`src/rtl/branch_predict_unit_if.sv`:
```
// Signal bundle between the pipeline and branch_predict_unit: ID lookup,
// EX resolution and the statistics outputs.
interface branch_predict_unit_if #(
   parameter int XLEN  = 32,
   parameter int CNT_W = 32
);
   logic [XLEN-1:0]  id_pc_i;
   logic [XLEN-1:0]  id_imm_i;
   logic             id_branch_i;
   logic             pred_taken_o;
   logic [XLEN-1:0]  pred_target_o;
   logic             ex_branch_i;
   logic             ex_stall_i;
   logic [XLEN-1:0]  ex_pc_i;
   logic [XLEN-1:0]  ex_imm_i;
   logic [XLEN-1:0]  ex_rs1_i;
   logic [XLEN-1:0]  ex_rs2_i;
   logic [2:0]       ex_func3_i;
   logic             ex_pred_taken_i;
   logic             taken_o;
   logic             flush_o;
   logic [XLEN-1:0]  redirect_pc_o;
   logic [CNT_W-1:0] br_count_o;
   logic [CNT_W-1:0] mispred_count_o;

   modport master (
      output id_pc_i, id_imm_i, id_branch_i,
      output ex_branch_i, ex_stall_i, ex_pc_i, ex_imm_i, ex_rs1_i, ex_rs2_i,
      output ex_func3_i, ex_pred_taken_i,
      input  pred_taken_o, pred_target_o, taken_o, flush_o, redirect_pc_o,
      input  br_count_o, mispred_count_o
   );

   modport slave (
      input  id_pc_i, id_imm_i, id_branch_i,
      input  ex_branch_i, ex_stall_i, ex_pc_i, ex_imm_i, ex_rs1_i, ex_rs2_i,
      input  ex_func3_i, ex_pred_taken_i,
      output pred_taken_o, pred_target_o, taken_o, flush_o, redirect_pc_o,
      output br_count_o, mispred_count_o
   );
endinterface

```
`src/rtl/branch_predict_unit.sv`:
```
// Untagged BHT of 2-bit saturating counters predicting at ID, with EX-stage
// resolution of the RV32I conditional branches, mispredict redirect and stats.
module branch_predict_unit #(
   parameter int XLEN      = 32,
   parameter int BHT_DEPTH = 16,
   parameter int PC_LSB    = 2,
   parameter int CNT_W     = 32
) (
   input logic                  clk_i,
   input logic                  rst_i,
   branch_predict_unit_if.slave bp
);
   localparam int         IDX_W   = $clog2(BHT_DEPTH);
   localparam logic [1:0] WEAK_NT = 2'b01;

   function automatic logic [1:0] ctr_sat_update(input logic [1:0] c, input logic up);
      if (up)
         return (c == 2'b11) ? c : c + 2'd1;
      return (c == 2'b00) ? c : c - 2'd1;
   endfunction

   function automatic logic [CNT_W-1:0] stat_sat_inc(input logic [CNT_W-1:0] c);
      return (&c) ? c : c + CNT_W'(1);
   endfunction

   logic [1:0]             bht [BHT_DEPTH];
   logic [CNT_W-1:0]       br_cnt;
   logic [CNT_W-1:0]       mis_cnt;
   logic [IDX_W-1:0]       id_idx;
   logic [IDX_W-1:0]       ex_idx;
   logic signed [XLEN-1:0] rs1_s;
   logic signed [XLEN-1:0] rs2_s;
   logic                   legal_f3;
   logic                   cond;
   logic                   taken;
   logic                   valid_br;
   logic                   flush;

   assign id_idx = bp.id_pc_i[PC_LSB +: IDX_W];
   assign ex_idx = bp.ex_pc_i[PC_LSB +: IDX_W];
   assign rs1_s  = bp.ex_rs1_i;
   assign rs2_s  = bp.ex_rs2_i;

   // ID lookup reads the table as it stood before this edge's update.
   assign bp.pred_taken_o  = bp.id_branch_i & bht[id_idx][1];
   assign bp.pred_target_o = bp.id_pc_i + bp.id_imm_i;

   always_comb begin
      cond     = 1'b0;
      legal_f3 = 1'b1;
      case (bp.ex_func3_i)
         3'b000:  cond = (bp.ex_rs1_i == bp.ex_rs2_i);
         3'b001:  cond = (bp.ex_rs1_i != bp.ex_rs2_i);
         3'b100:  cond = (rs1_s <  rs2_s);
         3'b101:  cond = (rs1_s >= rs2_s);
         3'b110:  cond = (bp.ex_rs1_i <  bp.ex_rs2_i);
         3'b111:  cond = (bp.ex_rs1_i >= bp.ex_rs2_i);
         default: legal_f3 = 1'b0;
      endcase
   end

   // A stalled branch is held off and resolves once on the first unstalled cycle.
   assign taken    = bp.ex_branch_i & legal_f3 & cond;
   assign valid_br = bp.ex_branch_i & legal_f3 & ~bp.ex_stall_i;
   assign flush    = valid_br & (taken != bp.ex_pred_taken_i);

   assign bp.taken_o         = taken;
   assign bp.flush_o         = flush;
   assign bp.redirect_pc_o   = !flush ? '0 :
                               taken  ? bp.ex_pc_i + bp.ex_imm_i :
                                        bp.ex_pc_i + XLEN'(4);
   assign bp.br_count_o      = br_cnt;
   assign bp.mispred_count_o = mis_cnt;

   always_ff @(posedge clk_i) begin
      if (rst_i) begin
         for (int i = 0; i < BHT_DEPTH; i++)
            bht[i] <= WEAK_NT;
      end else if (valid_br) begin
         bht[ex_idx] <= ctr_sat_update(bht[ex_idx], taken);
      end
   end

   always_ff @(posedge clk_i) begin
      if (rst_i) begin
         br_cnt  <= '0;
         mis_cnt <= '0;
      end else begin
         if (valid_br)
            br_cnt <= stat_sat_inc(br_cnt);
         if (flush)
            mis_cnt <= stat_sat_inc(mis_cnt);
      end
   end
endmodule

```
`src/flat_wrapper.sv`:
```
// flat-port wrapper written by rule: the top's interface ports become plain ports
module branch_predict_unit_flat 
#(
   parameter int XLEN      = 32,
   parameter int BHT_DEPTH = 16,
   parameter int PC_LSB    = 2,
   parameter int CNT_W     = 32
)
  (clk_i, rst_i, bp_id_pc_i, bp_id_imm_i, bp_id_branch_i, bp_ex_branch_i, bp_ex_stall_i, bp_ex_pc_i, bp_ex_imm_i, bp_ex_rs1_i, bp_ex_rs2_i, bp_ex_func3_i, bp_ex_pred_taken_i, bp_pred_taken_o, bp_pred_target_o, bp_taken_o, bp_flush_o, bp_redirect_pc_o, bp_br_count_o, bp_mispred_count_o);
  branch_predict_unit_if #(.XLEN(XLEN), .CNT_W(CNT_W)) bp_i ();
  input logic clk_i;
  input logic rst_i;
  input wire logic [$bits(bp_i.id_pc_i)-1:0] bp_id_pc_i;
  input wire logic [$bits(bp_i.id_imm_i)-1:0] bp_id_imm_i;
  input wire logic [$bits(bp_i.id_branch_i)-1:0] bp_id_branch_i;
  input wire logic [$bits(bp_i.ex_branch_i)-1:0] bp_ex_branch_i;
  input wire logic [$bits(bp_i.ex_stall_i)-1:0] bp_ex_stall_i;
  input wire logic [$bits(bp_i.ex_pc_i)-1:0] bp_ex_pc_i;
  input wire logic [$bits(bp_i.ex_imm_i)-1:0] bp_ex_imm_i;
  input wire logic [$bits(bp_i.ex_rs1_i)-1:0] bp_ex_rs1_i;
  input wire logic [$bits(bp_i.ex_rs2_i)-1:0] bp_ex_rs2_i;
  input wire logic [$bits(bp_i.ex_func3_i)-1:0] bp_ex_func3_i;
  input wire logic [$bits(bp_i.ex_pred_taken_i)-1:0] bp_ex_pred_taken_i;
  output wire logic [$bits(bp_i.pred_taken_o)-1:0] bp_pred_taken_o;
  output wire logic [$bits(bp_i.pred_target_o)-1:0] bp_pred_target_o;
  output wire logic [$bits(bp_i.taken_o)-1:0] bp_taken_o;
  output wire logic [$bits(bp_i.flush_o)-1:0] bp_flush_o;
  output wire logic [$bits(bp_i.redirect_pc_o)-1:0] bp_redirect_pc_o;
  output wire logic [$bits(bp_i.br_count_o)-1:0] bp_br_count_o;
  output wire logic [$bits(bp_i.mispred_count_o)-1:0] bp_mispred_count_o;
  assign bp_i.id_pc_i = bp_id_pc_i;
  assign bp_i.id_imm_i = bp_id_imm_i;
  assign bp_i.id_branch_i = bp_id_branch_i;
  assign bp_i.ex_branch_i = bp_ex_branch_i;
  assign bp_i.ex_stall_i = bp_ex_stall_i;
  assign bp_i.ex_pc_i = bp_ex_pc_i;
  assign bp_i.ex_imm_i = bp_ex_imm_i;
  assign bp_i.ex_rs1_i = bp_ex_rs1_i;
  assign bp_i.ex_rs2_i = bp_ex_rs2_i;
  assign bp_i.ex_func3_i = bp_ex_func3_i;
  assign bp_i.ex_pred_taken_i = bp_ex_pred_taken_i;
  assign bp_pred_taken_o = bp_i.pred_taken_o;
  assign bp_pred_target_o = bp_i.pred_target_o;
  assign bp_taken_o = bp_i.taken_o;
  assign bp_flush_o = bp_i.flush_o;
  assign bp_redirect_pc_o = bp_i.redirect_pc_o;
  assign bp_br_count_o = bp_i.br_count_o;
  assign bp_mispred_count_o = bp_i.mispred_count_o;
  branch_predict_unit #(.XLEN(XLEN), .BHT_DEPTH(BHT_DEPTH), .PC_LSB(PC_LSB), .CNT_W(CNT_W)) u_core (.clk_i(clk_i), .rst_i(rst_i), .bp(bp_i));
endmodule
```
`config.mk`:
```
export PLATFORM = sky130hd
export DESIGN_NAME = branch_predict_unit_flat
export DESIGN_NICKNAME = d
export VERILOG_FILES = /design/src/rtl/branch_predict_unit_if.sv /design/src/rtl/branch_predict_unit.sv /design/src/flat_wrapper.sv
export SDC_FILE = /design/constraint.sdc
export NUM_CORES = 1
export LEC_CHECK = 0
export BUFFER_PORTS_ARGS = -buffer_cell sky130_fd_sc_hd__buf_2
export CORE_MARGIN = 3
export CORE_UTILIZATION = 55
export DETAILED_ROUTE_END_ITERATION = 16
export PLACE_DENSITY = 0.83
export REMOVE_ABC_BUFFERS = 1
export SLEW_MARGIN = 20
export SYNTH_ARGS = -nofsm -noshare
export SYNTH_HDL_FRONTEND = slang
export SYNTH_SLANG_ARGS = --single-unit
```
`constraint.sdc`:
```
create_clock -name clk_i -period 6.1 [get_ports clk_i]
set_clock_uncertainty 0.15 [all_clocks]
set_input_delay 0.305 -clock clk_i [delete_from_list [all_inputs] [get_ports clk_i]]
set_output_delay 0.305 -clock clk_i [all_outputs]
set_load 0.05 [all_outputs]
```
Word level (Yosys, flattened, before mapping)
Memory sizes are Yosys's and may differ from the RTL's.
Index checks and enable logic that the tools add are counted.

operators by class
  bitwise logic cells = 8
  $lt $le $gt $ge = 4
  reductions and logical operators = 8
  $mul = 0
  eq/ne operators = 9
  mux-type cells = 21
  add/subtract/negate cells = 7
  shift operators = 0
  divide/modulo/power cells = 0

operators by type and width
  operator               count
  $add 32x1->32 const B  2
  $add 32x32->32         2
  $ge 32x32->1           2
  $lt 32x32->1           2
  $mux 32                2
  $reduce_and 32->1      2
  $add 32x3->32 const B  1
  $eq 32x32->1           1
  $ne 32x32->1           1
  $mux 2                 7
  $eq 3x3->1 const B     4
  $mux 1                 10
  $pmux 1 s6             1
  $reduce_or 6->1        1
  $and 1x1->1            5
  $mux 4                 1
  $reduce_and 2->1       2
  $eq 3x1->1 const B     1
  $logic_not 3->1        1
  $not 1->1              3
  $add 2x1->2 const B    1
  $eq 2x2->1 const B     1
  $logic_not 2->1        1
  $reduce_or 2->1        1
  2 further kinds        2

word-level totals
  output and inout port bits = 131
  bits of input ports = 201
  ROM bits = 0
  bits in registers = 64
  bits in latches = 0
  memory bits (writable) = 32
  memories = 1

memory list
  memory      words  width  read ports  clocked after memory_dff  wr ports  line                       text
  u_core.bht  16     2      2           0                         16        branch_predict_unit.sv:26  logic [1:0] bht [BHT_DEPTH];

Depth between registers and ports, before layout
  word-level depth = 12
  depth in mapped cells = 14

Least setup slack after synthesis
No wires, ideal clock.

  kind = in2out
  start = input port bp_ex_rs2_i[23]
  end = output port bp_redirect_pc_o[18]
  cell stages on the path = 12
  arrival = 3.803 ns
  setup slack = 1.842 ns
  buffers on the path = 1
  cell sequence = inv_1 ha_1 a21oi_1 o21ai_0 a221oi_1 o211ai_1 o21a_1 nor4b_2 or4_4 inv_2 clkbuf_1 a211oi_1

on the way
  word-level cells in the longest chain between the ends = 6

RTL lines
  item                                        line                       text
  start: declaration                          flat_wrapper.sv:21         input wire logic [$bits(bp_i.ex_rs2_i)-1:0] bp_ex_rs2_i;
  $ge 32x32->1, or another cell as far along  branch_predict_unit.sv:57  3'b111: cond = (bp.ex_rs1_i >= bp.ex_rs2_i);
  $pmux 1 s6 *                                branch_predict_unit.sv:51  case (bp.ex_func3_i)
  $and 1x1->1 *                               branch_predict_unit.sv:63  assign taken = bp.ex_branch_i & legal_f3 & cond;
  via bp_taken_o                              flat_wrapper.sv:26         output wire logic [$bits(bp_i.taken_o)-1:0] bp_taken_o;
  $ne 1x1->1                                  branch_predict_unit.sv:65  assign flush = valid_br & (taken != bp.ex_pred_taken_i);
  $and 1x1->1                                 branch_predict_unit.sv:65
  $mux 32 *                                   branch_predict_unit.sv:69  assign bp.redirect_pc_o = !flush ? '0 :
  end: declaration                            flat_wrapper.sv:28         output wire logic [$bits(bp_i.redirect_pc_o)-1:0] bp_redirect_pc_o;

Mark *: on every way through the listed nets, which the timed path passes. The rest lies on a longest branch.

Final worst setup path
  start = input port bp_ex_rs2_i[18]
  end = output port bp_redirect_pc_o[31]

on the way
  word-level cells in the longest chain between the ends = 6

RTL lines
  item                                        line
  $ge 32x32->1, or another cell as far along  branch_predict_unit.sv:57
  $pmux 1 s6 *                                branch_predict_unit.sv:51
  $and 1x1->1 *                               branch_predict_unit.sv:63
  $ne 1x1->1                                  branch_predict_unit.sv:65
  $and 1x1->1                                 branch_predict_unit.sv:65
  $mux 32 *                                   branch_predict_unit.sv:69

Every way passes the cells marked *; elsewhere a longest branch is shown, timed or not.

==> results.py <==
metrics = {
    "placed_design": {
        "place_inst": 1755,
        "gp_congestion": 0.968,
        "pre_cts_ws_ns": 1.47,
        "port_buffers": 331,
        "dpl.hpwl_um": 22800,
    },
    "timing": {
        "max_slew_margin_pct": 30.3,
        "timing.fmax_mhz": 214,
        "maxSlewViolCount": 0,
        "finalCritPeriodShare_pct": 76.5,
        "setup_viol": 0,
        "rsz0062_at_grt": "no",
        "worst_slew_pin_slew_ns": 1.04,
        "setup_ws_ns": 1.43,
        "hold-worst-slack_ns": 0.174,
        "hold_violations": 0,
        "min_period_ns": 4.67,
        "tns_ns": 0,
    },
    "detailed_routing": {
        "drc": 0,
        "ant_nets": 0,
        "vias_per_cell": 5.83,
        "totalWireLength_um": 28100,
        "first_pass_iters": 5,
        "wl_per_cell_um": 15.8,
        "routed-via-count": 10300,
        "drt_iter0_markers": 491,
    },
    "synth": {
        "yosys-top-cells-area": "dfxtp_1 13%, ha_1 13%, edfxtp_1 9.8%",
        "yosys_warnings": 0,
        "synth-seq-area-share_pct": 22.8,
        "avgSynthCellArea_um2": 7.95,
        "synth_flop_cell": "dfxtp_1",
        "synthesis.area_mm2": 0.00985,
        "synth_top_area_share_pct": 13.0,
        "synth_edf_count": 32,
        "synth_cells": 1240,
        "synth.distinct_cells": 71,
        "synth_area_leader_cell": "dfxtp_1",
        "synth-seq-cells": 96,
        "synthArstFlopShare_pct": 0,
    },
    "floorplanning": {
        "die_area_mm2": 0.0196,
        "dieHeight_um": 140,
        "core_area_mm2": 0.0174,
        "num_rows": 48,
        "die_x_um": 140,
        "start_util_pct": 56.6,
        "ioPinCount": 332,
    },
    "worst_setup_path": {
        "path_class": "in -> out",
        "r2r_setup_slack_ns": 2.51,
        "arrival_ns": 4.21,
        "cp-start-kind": "input port",
        "crit_required_ns": 5.64,
        "cp-end-kind": "output port",
        "critPathMaxFanout": 54,
    },
    "clock_network": {
        "cts-htree-levels": 3,
        "post_cts_buffers": 0,
        "postCtsHoldBufs": 0,
        "cts.sinks": 96,
        "numCtsBuffers": 9,
        "clock_path_buffers": 2,
        "insertion_delay_ns": 0.34,
        "cts_root_buffer": "clkbuf_16",
        "cts_resized": 0,
        "clk_pin_slew_worst_paths_ns": 0.07,
        "cts_tree": "built",
    },
    "finish": {
        "fin_cells": 1774,
        "area_delta_synth_final_pct": 21.0,
        "nets": 1844,
        "drive_gt1_share_pct": 26.2,
    },
    "job": {
        "max_cap_violations": 0,
    },
    "hold_path": {
        "holdCritPathClass": "in -> reg",
    },
    "global_route": {
        "grt_overflow": 0,
        "grt_pass1_vias": 9712,
        "grt_pass1_wl_um": 45100,
        "track_usage_pct": 27.1,
        "antenna_found_initial": 2,
        "grt_max_degree": 74,
    },
    "power": {
        "pwr_density_cell_mw_per_mm2": 174,
        "leakage_nw": 5.48,
        "power_w": 0.00208,
        "ir_drop_uv": 174,
    },
    "outcome": {
        "status": "complete, no violations",
    },
}
==> synthesized netlist by cell type (12+ instances only) <==
master    instances
or4_1            14
nor4_1           14
a21o_1           22
dfxtp_1          64
xor2_1           46
ha_1            100
and3_1           24
inv_1            74
a211oi_1         34
o21ai_0          51
clkbuf_1         29
nand2_1          87
nand3_1          61
edfxtp_1         32
xnor2_1          56
nand2b_1         40
nor3_1           20
a21oi_1          93
nor2b_1          18
mux4_2           14
o31ai_1          12
nor2_1          135
nand4_1          28
or3_1            17
==> cells by family after synthesis <==
logic type | count (synthesis) | share of synthesized area (%)
buffers and inverters | 119 | 4.91
xor gates and xnor gates | 102 | 9.07
AOI/OAI and AO/OA | 283 | 18.3
and+or+nand+nor | 505 | 26.6
adders and majority gates | 104 | 13.3
DFF | 96 | 22.8
muxes | 31 | 5.04
==> metal layers <==
metal  up-vias  GRT usage, %  share of wire [%]
met1      4765          32.8                 40
met2       397          48.3                 50
met5         -             0              0.046
li1       5115             -                  -
met3        66          5.09                7.2
met4         2          8.82                2.7
==> through the flow <==
| step | cell area (µm²) | util (%) |
|---|---|---|
| floorplan | 9650 | - |
| global placement | 11600 | 66.7 |
| detailed placement | 11600 | 66.7 |
| CTS | 11900 | 68.4 |
| global route | 11900 | 68.4 |
| finish | 11900 | 68.5 |
==> layout make-up <==
| cell class | count | area, µm² |
|---|---|---|
| Antenna cell | 3 | 7.51 |
| Timing Repair Buffer | 334 | 1680 |
| Sequential cell | 96 | 2240 |
| Clock inverter | 4 | 33.8 |
| Inverter | 75 | 282 |
| Multi-Input combinational cell | 1025 | 7130 |
| Tap cell | 225 | 282 |
| Clock buffer | 12 | 268 |
| Fill cell | 1493 | 5490 |
==> flip-flops by register name, indices dropped and copies added (netlist names) <==
signal and cells:
u_core.bp.br_count_o 32, u_core.bht 32, u_core.bp.mispred_count_o 32
==> worst max-delay path, stage by stage <==
cell and delay (ns):
buf_2 0.08, inv_1 0.04, ha_1 0.29, nand4_1 0.18, nor4_1 0.40, nand3b_1 0.14, o211ai_1 0.13, nor3_1 0.12
o21a_1 0.24, or4_4 0.64, inv_2 0.68, nor4_1 0.17, a31oi_1 0.20, mux2_2 0.35, buf_2 0.21
==> layout by cell type, fill, tap and decap left out, types with 5 or more instances in the layout <==
cell,count
buf_2,331
nor2_1,135
ha_1,100
a21oi_1,93
nand2_1,87
inv_1,74
dfxtp_1,64
nand3_1,61
xnor2_1,56
o21ai_0,50
xor2_1,46
nand2b_1,40
a211oi_1,34
edfxtp_1,32
nand4_1,28
and3_1,24
a21o_1,22
nor3_1,20
nor2b_1,18
or3_1,17
nor4_1,14
or4_1,14
mux4_2,14
o31ai_1,12
nor2_2,11
o21a_1,10
clkbuf_16,10
o21bai_1,9
a31oi_1,9
and4_1,9
mux2_2,9
mux2i_1,8
or2_2,6
a21boi_0,5
and2_1,5
==> report_power, final <==
group | switching [W] | total [W] | internal [W]
sequential | 0.00000401 | 0.000669 | 0.000665
clock | 0.000243 | 0.000558 | 0.000316
combinational | 0.000556 | 0.000851 | 0.000295
==> worst paths after layout <==
path / start / to / cells past startpoint
worst max-delay path: bp_ex_rs2_i[18] / bp_redirect_pc_o[31] / 15
worst min-delay path: rst_i / u_core.bp.br_count_o[5]$_SDFFE_PP0P_ / 2
worst max register to register: u_core.bp.mispred_count_o[2]$_SDFFE_PP0P_ / u_core.bp.mispred_count_o[6]$_SDFFE_PP0P_ / 9
worst min register to register: u_core.bp.mispred_count_o[26]$_SDFFE_PP0P_ / u_core.bp.mispred_count_o[26]$_SDFFE_PP0P_ / 2
No activity file was read; power rests on OpenSTA's default activity.
